$ cat src/rtl/lm_sm_seq_pkg.sv
// Shared definitions for the load/store-multiple sequencer:
// FSM state encoding and the data, address, mask and index widths.
package lm_sm_seq_pkg;

    localparam int unsigned IDX_W  = 3;
    localparam int unsigned MASK_W = 8;
    localparam int unsigned DATA_W = 16;
    localparam int unsigned ADDR_W = 16;
    localparam int unsigned CNT_W  = 4;

    typedef enum logic [2:0] {
        IDLE,
        SCAN,
        MEM,
        WB,
        DONE
    } lmsm_state_t;

endpackage

$ cat src/rtl/lm_sm_seq_prio_enc.sv
// Lowest-set-bit priority encoder: idx is the position of the least
// significant set bit of req; valid is low when req is all zeros.
module lmsm_prio_enc8
    import lm_sm_seq_pkg::*;
(
    input  logic [MASK_W-1:0] req,
    output logic [IDX_W-1:0]  idx,
    output logic              valid
);

    // Scan upward and keep only the first hit.
    always_comb begin
        idx   = '0;
        valid = 1'b0;
        for (int unsigned i = 0; i < MASK_W; i++) begin
            if (req[i] && !valid) begin
                idx   = IDX_W'(i);
                valid = 1'b1;
            end
        end
    end

endmodule

$ cat src/rtl/lm_sm_seq.sv
// Load/store-multiple sequencer. Walks a register bitmap in ascending
// index order, issuing one memory transfer per selected register at
// consecutive addresses spaced by ADDR_STEP.
// Optional feature: define LMSM_XFER_COUNT_EN to add the xfer_count output
// (registers completed in the current/most recent transfer).
module lm_sm_seq
    import lm_sm_seq_pkg::*;
#(
    parameter logic [ADDR_W-1:0] ADDR_STEP = 16'd1
) (
    input  logic              clk,
    input  logic              reset,
    input  logic              start,
    input  logic              is_store,
    input  logic [MASK_W-1:0] mask,
    input  logic [ADDR_W-1:0] base_addr,
    output logic              busy,
    output logic              done,
    output logic              mem_req,
    output logic              mem_we,
    output logic [ADDR_W-1:0] mem_addr,
    output logic [DATA_W-1:0] mem_wr_data,
    input  logic              mem_ack,
    input  logic [DATA_W-1:0] mem_rd_data,
    output logic [IDX_W-1:0]  rf_read_add,
    input  logic [DATA_W-1:0] rf_rd_data,
    output logic              rf_write_n,
    output logic [IDX_W-1:0]  rf_write_select,
    output logic [DATA_W-1:0] rf_wr_data
`ifdef LMSM_XFER_COUNT_EN
    ,
    output logic [CNT_W-1:0]  xfer_count
`endif
);

    lmsm_state_t       state_q, state_d;
    logic [MASK_W-1:0] rem_mask_q, rem_mask_d;
    logic [ADDR_W-1:0] cur_addr_q, cur_addr_d;
    logic              op_q, op_d;
    logic [IDX_W-1:0]  idx_q, idx_d;
    logic [DATA_W-1:0] wr_data_q, wr_data_d;

    logic [IDX_W-1:0]  enc_idx;
    logic              enc_valid;
    logic              load_op;
    logic              advance;

    lmsm_prio_enc8 u_prio_enc (
        .req   (rem_mask_q),
        .idx   (enc_idx),
        .valid (enc_valid)
    );

    // Register update for FSM state and transfer context.
    always_ff @(posedge clk) begin
        if (reset) begin
            state_q    <= IDLE;
            rem_mask_q <= '0;
            cur_addr_q <= '0;
            op_q       <= 1'b0;
            idx_q      <= '0;
            wr_data_q  <= '0;
        end else begin
            state_q    <= state_d;
            rem_mask_q <= rem_mask_d;
            cur_addr_q <= cur_addr_d;
            op_q       <= op_d;
            idx_q      <= idx_d;
            wr_data_q  <= wr_data_d;
        end
    end

    // Next-state, context updates and per-state outputs.
    always_comb begin
        state_d         = state_q;
        rem_mask_d      = rem_mask_q;
        cur_addr_d      = cur_addr_q;
        op_d            = op_q;
        idx_d           = idx_q;
        wr_data_d       = wr_data_q;
        load_op         = 1'b0;
        advance         = 1'b0;

        busy            = (state_q != IDLE);
        done            = 1'b0;
        mem_req         = 1'b0;
        mem_we          = 1'b0;
        mem_addr        = '0;
        mem_wr_data     = '0;
        rf_read_add     = '0;
        rf_write_n      = 1'b1;
        rf_write_select = '0;
        rf_wr_data      = '0;

        case (state_q)
            IDLE: begin
                if (start) begin
                    load_op = 1'b1;
                    state_d = SCAN;
                end
            end
            SCAN: begin
                if (!enc_valid) begin
                    state_d = DONE;
                end else begin
                    idx_d   = enc_idx;
                    state_d = MEM;
                end
            end
            MEM: begin
                mem_req     = 1'b1;
                mem_we      = op_q;
                mem_addr    = cur_addr_q;
                rf_read_add = idx_q;
                mem_wr_data = rf_rd_data;
                if (mem_ack) begin
                    if (op_q) begin
                        advance = 1'b1;
                        state_d = SCAN;
                    end else begin
                        wr_data_d = mem_rd_data;
                        state_d   = WB;
                    end
                end
            end
            WB: begin
                rf_write_n      = 1'b0;
                rf_write_select = idx_q;
                rf_wr_data      = wr_data_q;
                advance         = 1'b1;
                state_d         = SCAN;
            end
            DONE: begin
                done    = 1'b1;
                state_d = IDLE;
            end
            default: state_d = IDLE;
        endcase

        // A register completes either on a store ack or on its load write-back.
        if (load_op) begin
            rem_mask_d = mask;
            cur_addr_d = base_addr;
            op_d       = is_store;
        end
        if (advance) begin
            rem_mask_d[idx_q] = 1'b0;
            cur_addr_d        = cur_addr_q + ADDR_STEP;
        end
    end

`ifdef LMSM_XFER_COUNT_EN
    logic [CNT_W-1:0] cnt_q;

    // Completed-register counter, cleared on each accepted start.
    always_ff @(posedge clk) begin
        if (reset) begin
            cnt_q <= '0;
        end else if (load_op) begin
            cnt_q <= '0;
        end else if (advance) begin
            cnt_q <= cnt_q + 4'd1;
        end
    end

    assign xfer_count = cnt_q;
`endif

endmodule
$ cat config.mk
export PLATFORM = sky130hd
export DESIGN_NAME = lm_sm_seq
export DESIGN_NICKNAME = d
export VERILOG_FILES = /design/src/rtl/lm_sm_seq_pkg.sv /design/src/rtl/lm_sm_seq_prio_enc.sv /design/src/rtl/lm_sm_seq.sv
export SDC_FILE = /design/constraint.sdc
export NUM_CORES = 1
export LEC_CHECK = 0
export BUFFER_PORTS_ARGS = -buffer_cell sky130_fd_sc_hd__clkbuf_2
export CAP_MARGIN = 20
export CELL_PAD_IN_SITES_DETAIL_PLACEMENT = 2
export CELL_PAD_IN_SITES_GLOBAL_PLACEMENT = 2
export CORE_MARGIN = 5
export CORE_UTILIZATION = 26
export CTS_BUF_LIST = sky130_fd_sc_hd__clkbuf_4
export DETAILED_ROUTE_END_ITERATION = 6
export HOLD_SLACK_MARGIN = 0.15
export MAX_ROUTING_LAYER = met4
export PLACE_DENSITY_LB_ADDON = 0.1
export SLEW_MARGIN = 40
export SYNTH_ARGS = -nofsm -noshare
export SYNTH_HDL_FRONTEND = slang
export SYNTH_SLANG_ARGS = --single-unit
export TNS_END_PERCENT = 1
$ cat constraint.sdc
create_clock -name clk -period 2.3 [get_ports clk]
set_clock_uncertainty 0.15 [all_clocks]
set_input_delay 0.46 -clock clk [delete_from_list [all_inputs] [get_ports clk]]
set_output_delay 0.46 -clock clk [all_outputs]
set_load 0.01 [all_outputs]
==> summary.txt <==
Power
  – Logic pwr share: 24.0%
  – Pwr Total: approximately 2.1 mW
  – Clock Power Share: a little under a third
  – Cell-internal power: approximately 1.4 mW
  – Pwr per Cell Area: 564 mW/mm²
  – Net switching power: between 0.6 and 0.7 mW
  – Leakage power total: 1.66 nW
  – Seq pwr share: a little under half
  – Peak VDD IR: approximately 230 µV
  – Switch share: approximately 31%

Logic synthesis
  – Post-synthesis sequential area ratio: about a third
  – Syn_nets: about 400
  – Syn Inst Count: approximately 340
  – Yosys Warn Count: 0
  – Synth unique cells: 55
  – Ys flop type: dfxtp_1
  – Async S/R FF share, synth: 0%
  – Dominant cell type by area after synthesis: dfxtp_1
  – EDFF count, synth: 0
  – Synthesized cell area: between 0.002 and 0.003 mm²
  – Synth Area per Inst: 7.91 µm²
  – Yosys top cell area share: 35.3%
  – Yosys reg bits: 47
  – Synth top area cells: dfxtp_1 (35%), and2_1 (8.5%), nand2_1 (8.0%)

Global route
  – GR Overflow Total: 0
  – Global-route wire length before repair: around 18 mm
  – Tot GR Track Use: about 18%
  – Largest net degree at the start of global routing: 27
  – GR Layer Usage met3: roughly 2.6%
  – Most used routing layer: met2
  – M1 GR Usage: a little over a fifth
  – Met2 GRT Util: between 30% and 40%
  – Initial antenna violation count: 0
  – Vias in the first global route: 3365

STA
  – Final Setup Violations: 0
  – Hold Fails Final Rpt: 0
  – Final Cycle Share: a little over nine tenths
  – Final min period: 2.17 ns
  – Setup TNS: 0 ns
  – Slew HR: a little over half
  – Worst-margin pin slew: about 0.69 ns
  – RSZ-0062 raised after global routing: false
  – Fin. max-slew vios: 0
  – FMAX: approximately 460 MHz

Die
  – Die extent in x: around 110 µm
  – Initial core utilization: 26.3%
  – Height of the die: roughly 110 µm
  – Die area: about 0.012 mm²
  – I/O Pins: 120
  – Row Count: 37
  – Core area: 0.0101 mm²

Final layout
  – Commonest non-fill, non-tap cell in the layout: clkbuf_2
  – Fillers: roughly 1200
  – Register area: 947 µm²
  – Most frequent cells in the layout: clkbuf_2 (119), nand2_1 (57), dfxtp_1 (44), and2_1 (36), a21oi_1 (30)
  – Inserted Diodes: 0
  – Layout cells sized above 1: 34.1%
  – Synth-to-layout area growth: 38.7%
  – Design Area, Final: around 0.0037 mm²
  – Nets@finish: ~530
  – Multi-input gate area: between 0.0015 and 0.002 mm²

Critical path
  – CP max stage delay: ~0.43 ns
  – Critical Path RT: ~1.7 ns
  – Critical path buffers and inverters: 2
  – Critical path type: flip-flop to output port
  – Reg-to-Reg End: cur_addr_q[12]$_SDFFE_PP0P_
  – Maximum fanout along the worst path: 26
  – Slowest CP cell: dfxtp_2
  – Worst R2R Setup Slack: about 0.18 ns
  – Worst EP arrival: between 1.5 and 2 ns
  – CP Cell Sequence: nor3b_2 > buf_6 > and2_1 > clkbuf_2
  – Reg2reg path depth: 5
  – Worst path depth: 4
  – Crit path to: mem_wr_data[6]
  – CP startpoint: state_q[2]$_SDFFE_PP0P_
  – CP top delay family: flip-flops
  – CP Capture Type: output port
  – Worst R2R Start: cur_addr_q[1]$_SDFFE_PP0P_
  – CP Launch Type: flip-flop

CTS
  – Number of CTS-inserted buffers: 5
  – TritonCTS clock tree: built
  – Root Buffer: clkbuf_4
  – H-tree Lvls: 2
  – Clock transition at path regs: 0.15 ns
  – Clk buf depth: 2
  – CTS Sinks: 47
  – Clk_lat worst skew: ~0.37 ns
  – Post-CTS Setup Repair Bufs: 0

Min path
  – Hold Path Class: input pin to flip-flop
  – Hold Crit Start: base_addr[3]

Detailed routing
  – Per-cell routed wire length: about 17 µm
  – DRC viols: 0
  – Routed wire length: ~11 mm
  – Post-detailed-route count of antenna-violating nets: 0
  – 1st-iter DRT viols: between 70 and 80
  – Via density: between 5 and 6
  – DRT Pass-1 Iters: 4
  – Total number of vias: approximately 3100

Flow run
  – Max cap viols: 0

Placement
  – Routability-driven placement congestion ratio: around 0.8
  – Post-DP HPWL: ~8 mm
  – I/O Buffers: between 100 and 150
  – Placed cell area: 0.00343 mm²

Outcome
  – Status: completed
[worst min path at each step]
stage                                      end  depth (start not counted)
detailed placement  wr_data_q[12]$_SDFFE_PP0P_                          2
finish              cur_addr_q[3]$_SDFFE_PP0P_                          3
global placement     wr_data_q[9]$_SDFFE_PP0P_                          2
floorplan           wr_data_q[10]$_SDFFE_PP0P_                          2
CTS                          op_q$_SDFFE_PP0N_                          3
global route         wr_data_q[0]$_SDFFE_PP0P_                          3
[timing repair]
item,CTS,global route
endpoints found under the hold margin,15,0
resized for setup,3,3
endpoints found under the setup margin,49,57
hold buffers,15,0
[cells by family after synthesis]
kind of cell / count (synthesis) / synth area share [%]
and+or+nand+nor: 176 / 36.7
AOI/OAI and AO/OA: 77 / 19.1
buffers and inverters: 31 / 6.57
muxes: 5 / 1.88
adders and majority gates: 1 / 0.469
DFF: 47 / 35.3
[metrics by stage]
step                std cells  setup slack, ns  hold WS (ns)  util (%)
global route              608           0.0100         0.151      36.5
floorplan                 337            0.410         0.279         -
CTS                       608           0.0268         0.152      36.4
global placement          585            0.339         0.288      33.8
finish                    608            0.131         0.165      36.5
detailed placement        585            0.246         0.301      33.8
[cell usage after synthesis, types with 2 or more instances]
library cell and n:
a211o_1 2, a211oi_1 2, a21oi_1 30, a221oi_1 3
a22oi_1 3, a2bb2oi_1 4, a311oi_1 5, a31oi_1 9
a32oi_1 3, and2_1 36, and3_1 22, and4_1 2
buf_2 4, buf_4 2, buf_6 2, clkbuf_1 14
clkbuf_8 3, dfxtp_1 47, inv_1 5, mux2i_1 5
nand2_1 57, nand2b_1 2, nand3_1 9, nand3b_1 2
nand4_1 2, nor2_1 9, nor2b_1 3, nor3_1 4
nor3b_1 2, nor4_1 4, o211ai_1 2, o21ai_0 6
o311ai_0 2, or3_1 6, or3_2 2, or4_1 3
[power by group through the flow]
stage / Clock, mW / Sequential (mW) / Combinational, mW
floorplan: 0 / 0.935 / 0.304
global placement: 0 / 0.970 / 0.475
detailed placement: 0 / 0.974 / 0.483
CTS: 0.645 / 0.958 / 0.508
global route: 0.687 / 0.973 / 0.561
finish: 0.626 / 0.959 / 0.500
[state kept, by name, indices dropped and copies added (netlist names)]
signal	cells
cur_addr_q	16
idx_q	3
op_q	1
state_q	3
wr_data_q	16
rem_mask_q	8
[tightest hold or removal path: cells and delay by family]
| kind | cells | cell delay [ns] |
|---|---|---|
| compound gates | 1 | 0.06 |
| buf+inv | 1 | 0.08 |
| simple gates | 1 | 0.04 |
[routing by layer]
layer / part of all wire [%] / wire, µm
met3: 2.2 / 234
met1: 44 / 4610
met2: 53 / 5590
met4: 1.1 / 114
met5: 0 / 0
[final cells by class]
| class | count | share of cell area (%) |
|---|---|---|
| Clock inverter | 3 | 1.83 |
| Tap cell | 136 | 4.60 |
| Clock buffer | 5 | 1.02 |
| Timing Repair Buffer | 153 | 24.2 |
| Sequential cell | 47 | 25.6 |
| Multi-Input combinational cell | 259 | 42.2 |
| Inverter | 5 | 0.508 |
Power figures use the tool's default switching activity.
